$ cat src/rtl/cordic_atan_radian_table_pkg.sv
// atan(2^-i) in radians, truncated to 30 fractional bits, for i = 0..29.
package cordic_atan_radian_table_pkg;

  function automatic logic [31:0] atan_q30(input logic [4:0] idx);
    case (idx)
      5'd0:  return 32'h3243_F6A8;
      5'd1:  return 32'h1DAC_6705;
      5'd2:  return 32'h0FAD_BAFC;
      5'd3:  return 32'h07F5_6EA6;
      5'd4:  return 32'h03FE_AB76;
      5'd5:  return 32'h01FF_D55B;
      5'd6:  return 32'h00FF_FAAA;
      5'd7:  return 32'h007F_FF55;
      5'd8:  return 32'h003F_FFEA;
      5'd9:  return 32'h001F_FFFD;
      5'd10: return 32'h000F_FFFF;
      5'd11: return 32'h0007_FFFF;
      5'd12: return 32'h0003_FFFF;
      5'd13: return 32'h0001_FFFF;
      5'd14: return 32'h0000_FFFF;
      5'd15: return 32'h0000_7FFF;
      5'd16: return 32'h0000_3FFF;
      5'd17: return 32'h0000_1FFF;
      5'd18: return 32'h0000_0FFF;
      5'd19: return 32'h0000_07FF;
      5'd20: return 32'h0000_03FF;
      5'd21: return 32'h0000_01FF;
      5'd22: return 32'h0000_00FF;
      5'd23: return 32'h0000_007F;
      5'd24: return 32'h0000_003F;
      5'd25: return 32'h0000_001F;
      5'd26: return 32'h0000_000F;
      5'd27: return 32'h0000_0007;
      5'd28: return 32'h0000_0003;
      5'd29: return 32'h0000_0001;
      default: return 32'h0000_0000;
    endcase
  endfunction

endpackage

$ cat src/rtl/cordic_axi4s_types_pkg.sv
// Shared types and Q-format constants for the CORDIC AXI4-Stream engines.
// Constants carry 30 fractional bits; engines round them to their own Q(N-4).
package cordic_axi4s_types_pkg;

  typedef enum logic {
    CORDIC_SINE_COSINE_E = 1'b0,
    CORDIC_RESERVED_E    = 1'b1
  } cordic_tuser_e;

  typedef enum logic [1:0] {
    IDLE,
    REDUCE,
    ROTATE,
    OUTPUT
  } cordic_state_e;

  localparam int          CONST_FRAC_W  = 30;
  localparam logic [35:0] CORDIC_GAIN_Q = 36'h0_26DD_3B6A;
  localparam logic [35:0] PI_Q          = 36'h0_C90F_DAA2;
  localparam logic [35:0] PI_HALF_Q     = 36'h0_6487_ED51;
  localparam logic [35:0] PI2_Q         = 36'h1_921F_B544;

endpackage

$ cat src/rtl/cordic_iterative_sincos_if.sv
// AXI4-Stream ingress (angle) and egress ({sine, cosine}) bundle of the CORDIC engine.
interface cordic_iterative_sincos_if #(
  parameter int AXI_DATA_WIDTH_P = 32,
  parameter int AXI_ID_WIDTH_P   = 4
);
  logic                          ing_tvalid;
  logic                          ing_tready;
  logic [AXI_DATA_WIDTH_P-1:0]   ing_tdata;
  logic                          ing_tlast;
  logic [AXI_ID_WIDTH_P-1:0]     ing_tid;
  logic                          ing_tuser;
  logic                          egr_tvalid;
  logic                          egr_tready;
  logic [2*AXI_DATA_WIDTH_P-1:0] egr_tdata;
  logic                          egr_tlast;
  logic [AXI_ID_WIDTH_P-1:0]     egr_tid;

  modport master (
    output ing_tvalid, ing_tdata, ing_tlast, ing_tid, ing_tuser, egr_tready,
    input  ing_tready, egr_tvalid, egr_tdata, egr_tlast, egr_tid
  );

  modport slave (
    input  ing_tvalid, ing_tdata, ing_tlast, ing_tid, ing_tuser, egr_tready,
    output ing_tready, egr_tvalid, egr_tdata, egr_tlast, egr_tid
  );
endinterface

$ cat src/rtl/cordic_iterative_sincos.sv
// Single-rotator rotation-mode CORDIC: one angle in, {sine, cosine} out, one micro-rotation per clock.
// Supports N up to 34 (CQ up to 30), the precision of the shared constant tables.
module cordic_iterative_sincos
  import cordic_axi4s_types_pkg::*;
  import cordic_atan_radian_table_pkg::*;
#(
  parameter int AXI_DATA_WIDTH_P = 32,
  parameter int AXI_ID_WIDTH_P   = 4,
  parameter int NR_OF_STAGES_P   = 16
) (
  input logic                     clk,
  input logic                     rst_n,
  cordic_iterative_sincos_if.slave bus
);

  localparam int N  = AXI_DATA_WIDTH_P;
  localparam int CQ = N - 4;
  localparam int W  = N + 2;
  localparam int SH = CONST_FRAC_W - CQ;

  function automatic logic signed [W-1:0] q_round(input logic [35:0] c);
    logic [35:0] r;
    r = (c + ((36'd1 << SH) >> 1)) >> SH;
    return r[W-1:0];
  endfunction

  function automatic logic signed [W-1:0] atan_q(input logic [4:0] idx);
    logic [31:0] a;
    a = atan_q30(idx) >> SH;
    return W'(a);
  endfunction

  function automatic logic [N-1:0] sat(input logic signed [W-1:0] v);
    if ((&v[W-1:N-1]) || !(|v[W-1:N-1])) return v[N-1:0];
    return v[W-1] ? {1'b1, {(N-1){1'b0}}} : {1'b0, {(N-1){1'b1}}};
  endfunction

  localparam logic signed [W-1:0] K_S       = q_round(CORDIC_GAIN_Q);
  localparam logic signed [W-1:0] PI_S      = q_round(PI_Q);
  localparam logic signed [W-1:0] PI_HALF_S = q_round(PI_HALF_Q);
  localparam logic signed [W-1:0] PI2_S     = q_round(PI2_Q);

  cordic_state_e             state, state_next;
  logic                      ing_rdy, egr_vld, egr_last;
  logic [2*N-1:0]            egr_data;
  logic [AXI_ID_WIDTH_P-1:0] egr_id;
  logic [4:0]                i_cnt;
  logic signed [W-1:0]       x, y, z;
  logic                      neg, neg_red, accept, egr_fire, d_pos;
  logic signed [W-1:0]       t_wrap, z_red, x_rot, y_rot, z_rot, at;

  // Range reduction: wrap into [-pi, pi], then fold into [-pi/2, pi/2] with a sign flip
  always_comb begin
    t_wrap = z;
    if (z > PI_S)       t_wrap = z - PI2_S;
    else if (z < -PI_S) t_wrap = z + PI2_S;
    z_red   = t_wrap;
    neg_red = 1'b0;
    if (t_wrap > PI_HALF_S) begin
      z_red   = t_wrap - PI_S;
      neg_red = 1'b1;
    end else if (t_wrap < -PI_HALF_S) begin
      z_red   = t_wrap + PI_S;
      neg_red = 1'b1;
    end
  end

  always_comb begin
    d_pos = ~z[W-1];
    at    = atan_q(i_cnt);
    x_rot = d_pos ? x - (y >>> i_cnt) : x + (y >>> i_cnt);
    y_rot = d_pos ? y + (x >>> i_cnt) : y - (x >>> i_cnt);
    z_rot = d_pos ? z - at : z + at;
  end

  always_comb begin
    state_next = state;
    accept     = 1'b0;
    egr_fire   = 1'b0;
    case (state)
      IDLE: begin
        accept = bus.ing_tvalid && ing_rdy;
        if (accept) state_next = REDUCE;
      end
      REDUCE: state_next = ROTATE;
      ROTATE: if (i_cnt == 5'(NR_OF_STAGES_P - 1)) state_next = OUTPUT;
      OUTPUT: begin
        egr_fire = egr_vld && bus.egr_tready;
        if (egr_fire) state_next = IDLE;
      end
      default: state_next = IDLE;
    endcase
  end

  // ing_tuser selects nothing here: sine and cosine are always produced together
  always_ff @(posedge clk or negedge rst_n) begin
    if (!rst_n) begin
      state    <= IDLE;
      ing_rdy  <= 1'b0;
      egr_vld  <= 1'b0;
      egr_data <= '0;
      egr_id   <= '0;
      egr_last <= 1'b0;
      i_cnt    <= '0;
    end else begin
      state   <= state_next;
      ing_rdy <= (state_next == IDLE);
      if (accept) begin
        egr_id   <= bus.ing_tid;
        egr_last <= bus.ing_tlast;
      end
      if (state == REDUCE)      i_cnt <= '0;
      else if (state == ROTATE) i_cnt <= i_cnt + 5'd1;
      if (state == OUTPUT && !egr_vld) begin
        egr_vld  <= 1'b1;
        egr_data <= {sat(neg ? -y : y), sat(neg ? -x : x)};
      end else if (egr_fire) begin
        egr_vld <= 1'b0;
      end
    end
  end

  always_ff @(posedge clk) begin
    case (state)
      IDLE: if (accept) z <= {{2{bus.ing_tdata[N-1]}}, bus.ing_tdata};
      REDUCE: begin
        x   <= K_S;
        y   <= '0;
        z   <= z_red;
        neg <= neg_red;
      end
      ROTATE: begin
        x <= x_rot;
        y <= y_rot;
        z <= z_rot;
      end
      default: ;
    endcase
  end

  assign bus.ing_tready = ing_rdy;
  assign bus.egr_tvalid = egr_vld;
  assign bus.egr_tdata  = egr_data;
  assign bus.egr_tid    = egr_id;
  assign bus.egr_tlast  = egr_last;

endmodule

$ cat src/flat_wrapper.sv
// flat-port wrapper written by rule: the top's interface ports become plain ports
module cordic_iterative_sincos_flat import cordic_axi4s_types_pkg::*; import cordic_atan_radian_table_pkg::*;
#(
  parameter int AXI_DATA_WIDTH_P = 32,
  parameter int AXI_ID_WIDTH_P   = 4,
  parameter int NR_OF_STAGES_P   = 16
)
  (clk, rst_n, bus_ing_tvalid, bus_ing_tdata, bus_ing_tlast, bus_ing_tid, bus_ing_tuser, bus_egr_tready, bus_ing_tready, bus_egr_tvalid, bus_egr_tdata, bus_egr_tlast, bus_egr_tid);
  cordic_iterative_sincos_if #(.AXI_DATA_WIDTH_P(AXI_DATA_WIDTH_P), .AXI_ID_WIDTH_P(AXI_ID_WIDTH_P)) bus_i ();
  input logic clk;
  input logic rst_n;
  input wire logic [$bits(bus_i.ing_tvalid)-1:0] bus_ing_tvalid;
  input wire logic [$bits(bus_i.ing_tdata)-1:0] bus_ing_tdata;
  input wire logic [$bits(bus_i.ing_tlast)-1:0] bus_ing_tlast;
  input wire logic [$bits(bus_i.ing_tid)-1:0] bus_ing_tid;
  input wire logic [$bits(bus_i.ing_tuser)-1:0] bus_ing_tuser;
  input wire logic [$bits(bus_i.egr_tready)-1:0] bus_egr_tready;
  output wire logic [$bits(bus_i.ing_tready)-1:0] bus_ing_tready;
  output wire logic [$bits(bus_i.egr_tvalid)-1:0] bus_egr_tvalid;
  output wire logic [$bits(bus_i.egr_tdata)-1:0] bus_egr_tdata;
  output wire logic [$bits(bus_i.egr_tlast)-1:0] bus_egr_tlast;
  output wire logic [$bits(bus_i.egr_tid)-1:0] bus_egr_tid;
  assign bus_i.ing_tvalid = bus_ing_tvalid;
  assign bus_i.ing_tdata = bus_ing_tdata;
  assign bus_i.ing_tlast = bus_ing_tlast;
  assign bus_i.ing_tid = bus_ing_tid;
  assign bus_i.ing_tuser = bus_ing_tuser;
  assign bus_i.egr_tready = bus_egr_tready;
  assign bus_ing_tready = bus_i.ing_tready;
  assign bus_egr_tvalid = bus_i.egr_tvalid;
  assign bus_egr_tdata = bus_i.egr_tdata;
  assign bus_egr_tlast = bus_i.egr_tlast;
  assign bus_egr_tid = bus_i.egr_tid;
  cordic_iterative_sincos #(.AXI_DATA_WIDTH_P(AXI_DATA_WIDTH_P), .AXI_ID_WIDTH_P(AXI_ID_WIDTH_P), .NR_OF_STAGES_P(NR_OF_STAGES_P)) u_core (.clk(clk), .rst_n(rst_n), .bus(bus_i));
endmodule
$ cat config.mk
export PLATFORM = sky130hd
export DESIGN_NAME = cordic_iterative_sincos_flat
export DESIGN_NICKNAME = d
export VERILOG_FILES = /design/src/rtl/cordic_atan_radian_table_pkg.sv /design/src/rtl/cordic_axi4s_types_pkg.sv /design/src/rtl/cordic_iterative_sincos_if.sv /design/src/rtl/cordic_iterative_sincos.sv /design/src/flat_wrapper.sv
export SDC_FILE = /design/constraint.sdc
export NUM_CORES = 1
export LEC_CHECK = 0
export ABC_CLOCK_PERIOD_IN_PS = 21300
export BUFFER_PORTS_ARGS = -buffer_cell sky130_fd_sc_hd__clkbuf_2
export CAP_MARGIN = 10
export CORE_MARGIN = 2
export CORE_UTILIZATION = 60
export CTS_BUF_LIST = sky130_fd_sc_hd__clkbuf_2 sky130_fd_sc_hd__clkbuf_4 sky130_fd_sc_hd__clkbuf_8
export DETAILED_ROUTE_END_ITERATION = 12
export GPL_ROUTABILITY_DRIVEN = 1
export MAX_ROUTING_LAYER = met4
export PLACE_DENSITY_LB_ADDON = 0.05
export SYNTH_ARGS = -nofsm -noshare
export SYNTH_HDL_FRONTEND = slang
export SYNTH_SLANG_ARGS = --single-unit
export TNS_END_PERCENT = 30
$ cat constraint.sdc
create_clock -name clk -period 21.3 [get_ports clk]
set_input_delay 4.26 -clock clk [delete_from_list [all_inputs] [get_ports clk]]
set_output_delay 4.26 -clock clk [all_outputs]
set_load 0.005 [all_outputs]
# Yosys cells after proc, flatten, opt, wreduce, memory -nomap -nowiden
# Memories as Yosys holds them, arrays and structs flattened.
# Index checks and enable logic that the tools add are counted.
# totals
ff_bits	181
mem_bits_ro	960
input_bits	42
output_inout_bits	71
n_memories	1
# classes
addsub	13
order_cmp	4
n_eq_ne	5
shift	2
mux	34
n_reduce_logical	18
# mem_list
name	depth	word_bits	read_ports	rd_ports_with_merged_regs	wr	line_no	rtl
(no name shown)	32	30	1	0	0	cordic_atan_radian_table_pkg.sv:5	case (idx)
# op_table
operator	n
2-to-1 mux 34 bit	10
2-to-1 mux 32 bit	6
one-hot mux 34 bit (2 select lines)	2
one-hot mux 34 bit (3 select lines)	1
adder 34 bit	2
negation 34 bit	2
>>> shifter 34 x 5 -> 34 bit	2
subtractor 34 bit	2
adder 34 x 31 -> 34 bit	1
adder 34 x 31 -> 34 bit, second input constant	1
adder 34 x 32 -> 34 bit, second input constant	1
greater-than comparator 34 x 30 -> 1 bit, second input constant	1
greater-than comparator 34 x 31 -> 1 bit, second input constant	1
less-than comparator 34 x 30 -> 1 bit, second input constant	1
less-than comparator 34 x 31 -> 1 bit, second input constant	1
subtractor 34 x 31 -> 34 bit	1
subtractor 34 x 31 -> 34 bit, second input constant	1
subtractor 34 x 32 -> 34 bit, second input constant	1
2-to-1 mux 5 bit	2
2-to-1 mux 1 bit	9
one-hot mux 2 bit (4 select lines)	1
2-to-1 mux 2 bit	3
AND reduction 3 bit	2
OR reduction 3 bit	2
12 further kinds	20

# Depth between registers and ports, before layout
# depth
ltp_word	8
ltp_mapped	32
depth_no_buf	27

# Worst setup path before layout
# No wires, ideal clock.
# synth_path
path_kind	register -> register
start	register u_core.i_cnt[2]
end	register u_core.z[33] (data pin)
setup_time_ps	271
arrival_ps	6613
t_required_ps	21029
path_slack_ps	14415
path_stages_with_launch	32
path_buffers	7
period_less_slack_ps	6885
path_cell_list	dfrtp_1 -> clkbuf_1 -> inv_1 -> clkbuf_1 -> clkbuf_1 -> clkbuf_1 -> clkbuf_1 -> buf_1 -> ha_1 -> nor2_1 -> a22oi_1 -> inv_1 -> ha_1 -> and2_1 -> nand3_1 -> o21a_1 -> clkbuf_1 -> xor2_1 -> ha_1 -> and3_1 -> a211oi_1 -> nand2_1 -> a41oi_1 -> o21ai_0 -> a221o_1 -> a2111oi_0 -> nor2_1 -> o21a_1 -> nor2_1 -> xnor2_1 -> nand2_1 -> o211ai_1
# synth_via
elab_chain_cells	4
word_cells_on_any_way	5
# synth_rtl
element	line_no	rtl
start: declaration	cordic_iterative_sincos.sv:47	logic [4:0] i_cnt;
start signal: assignment	cordic_iterative_sincos.sv:113	else if (state == ROTATE) i_cnt <= i_cnt + 5'd1;
memory (32 x 30 bit) *	n/a	
subtractor 34 x 31 -> 34 bit / adder 34 x 31 -> 34 bit (equally long branches)	cordic_iterative_sincos.sv:73	z_rot = d_pos ? z - at : z + at;
2-to-1 mux 34 bit *	cordic_iterative_sincos.sv:73	
one-hot mux 34 bit (3 select lines) *	cordic_iterative_sincos.sv:124	case (state)
end signal: assignment	cordic_iterative_sincos.sv:125	IDLE: if (accept) z <= {{2{bus.ing_tdata[N-1]}}, bus.ing_tdata};
end signal: assignment	cordic_iterative_sincos.sv:129	z <= z_red;
end signal: assignment	cordic_iterative_sincos.sv:135	z <= z_rot;
end: declaration	cordic_iterative_sincos.sv:48	logic signed [W-1:0] x, y, z;
# Every way passes the cells marked *; elsewhere a longest branch is shown, timed or not.
# A chain may end at the register's enable or synchronous reset.

# Worst setup path in the final report
# layout_path
start	register u_core.i_cnt[1]
end	register u_core.z[33] (data pin)
# Same word-level chain as after synthesis.

==> reports/results.tsv <==
stage	metric	value	unit
run_status	status	finished clean	
synth	synth_top_area_share	13.6	%
flow_run	drv_cap	0	
synth	synthXorXnorAreaFrac	11.3	%
clock_tree	clk_pin_slew_worst_paths	110	ps
global_routing	grtUsageTotal	40.0	%
global_routing	antenna_found_initial	2	
finish	nets	2957	
synth	async_reset_ff_share	43.1	%
floorplan	core	37600	um^2
finish	drive_above_1_share	12.3	%
global_routing	grt_max_degree	79	
floorplan	die_w	199	um
clock_tree	clk_latency	580	ps
worst_hold_path	min_path_type	flip-flop to flip-flop	
synth	synthTopCellsByCount	nor2_1, nand2_1, a21oi_1	
route	remaining_drc_errors	0	
synth	synth_cells	2808	
synth	ys_seq_elements	181	
route	num_vias	22400	
clock_tree	clockRootBuffer	clkbuf_8	
finish	area_growth	5.16	%
synth	synth_mux_area_share	9.72	%
floorplan	initial_core_util	60.7	%
route	drt-vias-per-instance	6.77	
global_routing	grt.overflow.total	0	
synth	synth_top_family_by_area	compound AO/OA/AOI/OAI gates	
route	wl_per_cell	23.0	um
synth	synth_top_area_cell	edfxtp_1	
worst_setup_path	critPathKind	flip-flop to flip-flop	
route	drt-initial-drc-count	3311	
synth	avgSynthCellArea	8.12	um^2
worst_setup_path	cp.required	21600	ps
clock_tree	cts_htree_levels	4	
worst_setup_path	arrival	8320	ps
synth	yosys.cell_count.top_type	nor2_1	
route	wl	76200	um
timing	finalCritPeriodShare	37.7	%
global_routing	grt_pass1_wl	118000	um
timing	finalHoldViolCount	0	
worst_setup_path	endpoint_kind	flip-flop	
synth	synthFlopType	edfxtp_1	
timing	fin_skew	39.1	ps
clock_tree	cts_setup_buffers	0	
place	gp_congestion	1.02	
synth	synth-simple-area-share	20.9	%
timing	fmax	125	MHz
synth	seq_area_frac_synth	22.1	%
timing	max_slew_margin	31.2	%
global_routing	grt_pass1_vias	20500	
timing	period_needed	8020	ps
synth	netlist_top_cells_area	edfxtp_1, dfrtp_1, mux4_2, xnor2_1, ha_1	
floorplan	fp.dieArea	39600	um^2
finish	nFillCells	3361	
clock_tree	clock_sinks	181	
place	hpwl	57900	um
timing	worst_pin_slew	1030	ps
route	first_pass_iters	7	
synth	ys_warn_count	0	
timing	tns	0	ps
clock_tree	cts_buffer_depth	2	
floorplan	die_h	199	um
clock_tree	hold_buffers	0	
floorplan	rows	71	
synth	synth_edf_count	103	
synth	ys_types	108	
synth	synth-adder-area-share	6.90	%
timing	grt_setup_unrepaired	false	
place	port_buffers	111	
worst_setup_path	crit_path_start_kind	flip-flop	
route	ant_nets	0	
synth	synth_nets	2974	
synth	synth_compound_area_share	24.7	%
floorplan	ios	113	
clock_tree	cts_made_buffers	17	
timing	finalSetupViolCount	0	
timing	slew_violations	0	
clock_tree	cts.repair.resized	0	
clock_tree	cts_tree	built	
synth	syn_area	22800	um^2
worst_setup_path	path_max_fanout	70	
## sequential cells by signal, indices dropped and copies added, names as in the netlist, 2 cells and up
name,flops
u_core.y,34
u_core.z,34
u_core.state,2
u_core.bus.egr_tdata,64
u_core.bus.egr_tid,4
u_core.x,34
u_core.i_cnt,5
## placed cells by master (no fill, tap or decap), types with 22 or more instances in the layout
cell	n
nand2_1	293
a211oi_1	26
edfxtp_1	103
o21ai_0	169
mux2i_1	36
o22a_1	35
xor2_1	107
and2_1	38
or3_1	36
a21o_1	37
nor2b_1	25
inv_1	68
and3_1	44
mux2_2	25
buf_4	31
a21oi_1	212
o31ai_1	29
nor2_1	308
nand2b_1	25
o21a_1	41
ha_1	120
a31oi_1	40
nand3_1	63
mux4_2	70
xnor2_1	174
nor3_1	54
dfrtp_1	73
clkbuf_2	110
nand4_1	22
## final cells by class
class	count	area, um^2	share of cell area [%]
sequential	181	5050	21.1
timing repair buffer	142	798	3.33
inverter	72	270	1.13
clock buffer	18	241	1.01
multi-input combinational	2377	16800	70.0
antenna	2	5.00	0.0209
tap	511	639	2.67
clock inverter	14	185	0.772
## critical path: stages, from the launching register on
cell,delay [ps]
dfrtp_2,490
buf_4,700
inv_1,410
ha_1,520
a21boi_0,120
o22ai_1,530
ha_1,290
and2_1,170
nand3_1,170
nand2_1,130
xnor2_1,160
ha_1,320
a21o_1,220
a21o_1,200
a21oi_1,110
o21ai_0,370
a41oi_1,480
o21ai_0,290
a221o_1,520
a2111oi_0,570
nor2_1,140
o21a_1,200
nor2_1,110
xnor2_1,170
nand2_1,110
o211ai_1,280
## final timing paths
path                                          startpoint                        to  slack, ps  depth (start not counted)
worst min-delay path            u_core.bus.egr_tdata[63]  u_core.bus.egr_tdata[63]        490                          2
max in group asynchronous                          rst_n           u_core.i_cnt[0]      16570                          2
worst max-delay path                     u_core.i_cnt[1]              u_core.z[33]      13280                         25
worst max register to register           u_core.i_cnt[1]              u_core.z[33]      13280                         25
worst min register to register  u_core.bus.egr_tdata[63]  u_core.bus.egr_tdata[63]        490                          2
min in group asynchronous                          rst_n  u_core.bus.egr_tdata[13]       3570                          1
## per-stage QoR
step / hold WS (ps) / std cells / instance area, um^2 / util, % / setup slack, ps
2_1_floorplan: 473 / 2808 / 22800 / - / 14420
3_3_place_gp: 464 / 3282 / 23500 / 62.7 / 13680
3_5_place_dp: 473 / 3282 / 23500 / 62.7 / 13550
4_1_cts: 499 / 3314 / 24000 / 63.8 / 13470
5_1_grt: 525 / 3317 / 24000 / 63.8 / 12690
6_report: 493 / 3317 / 24000 / 63.8 / 13280
## cells by family after synthesis
| logic type | Yosys count |
|---|---|
| simple gates | 1002 |
| flops | 181 |
| fa+ha+maj | 124 |
| xor+xnor | 287 |
| buf+inv | 250 |
| mux | 131 |
| compound gates | 833 |
## layer usage
metal  up-vias  routed length [um]  global-route usage [%]
li1      10400                   -                       -
met5         -                   0                       -
met4         0                1860                    10.3
met2      1197               30400                    53.6
met3       134                9930                    11.5
met1     10700               34000                    58.2
Power is not shown: default switching activity piles up to over one toggle a cycle in this logic, so the estimate is an artifact.
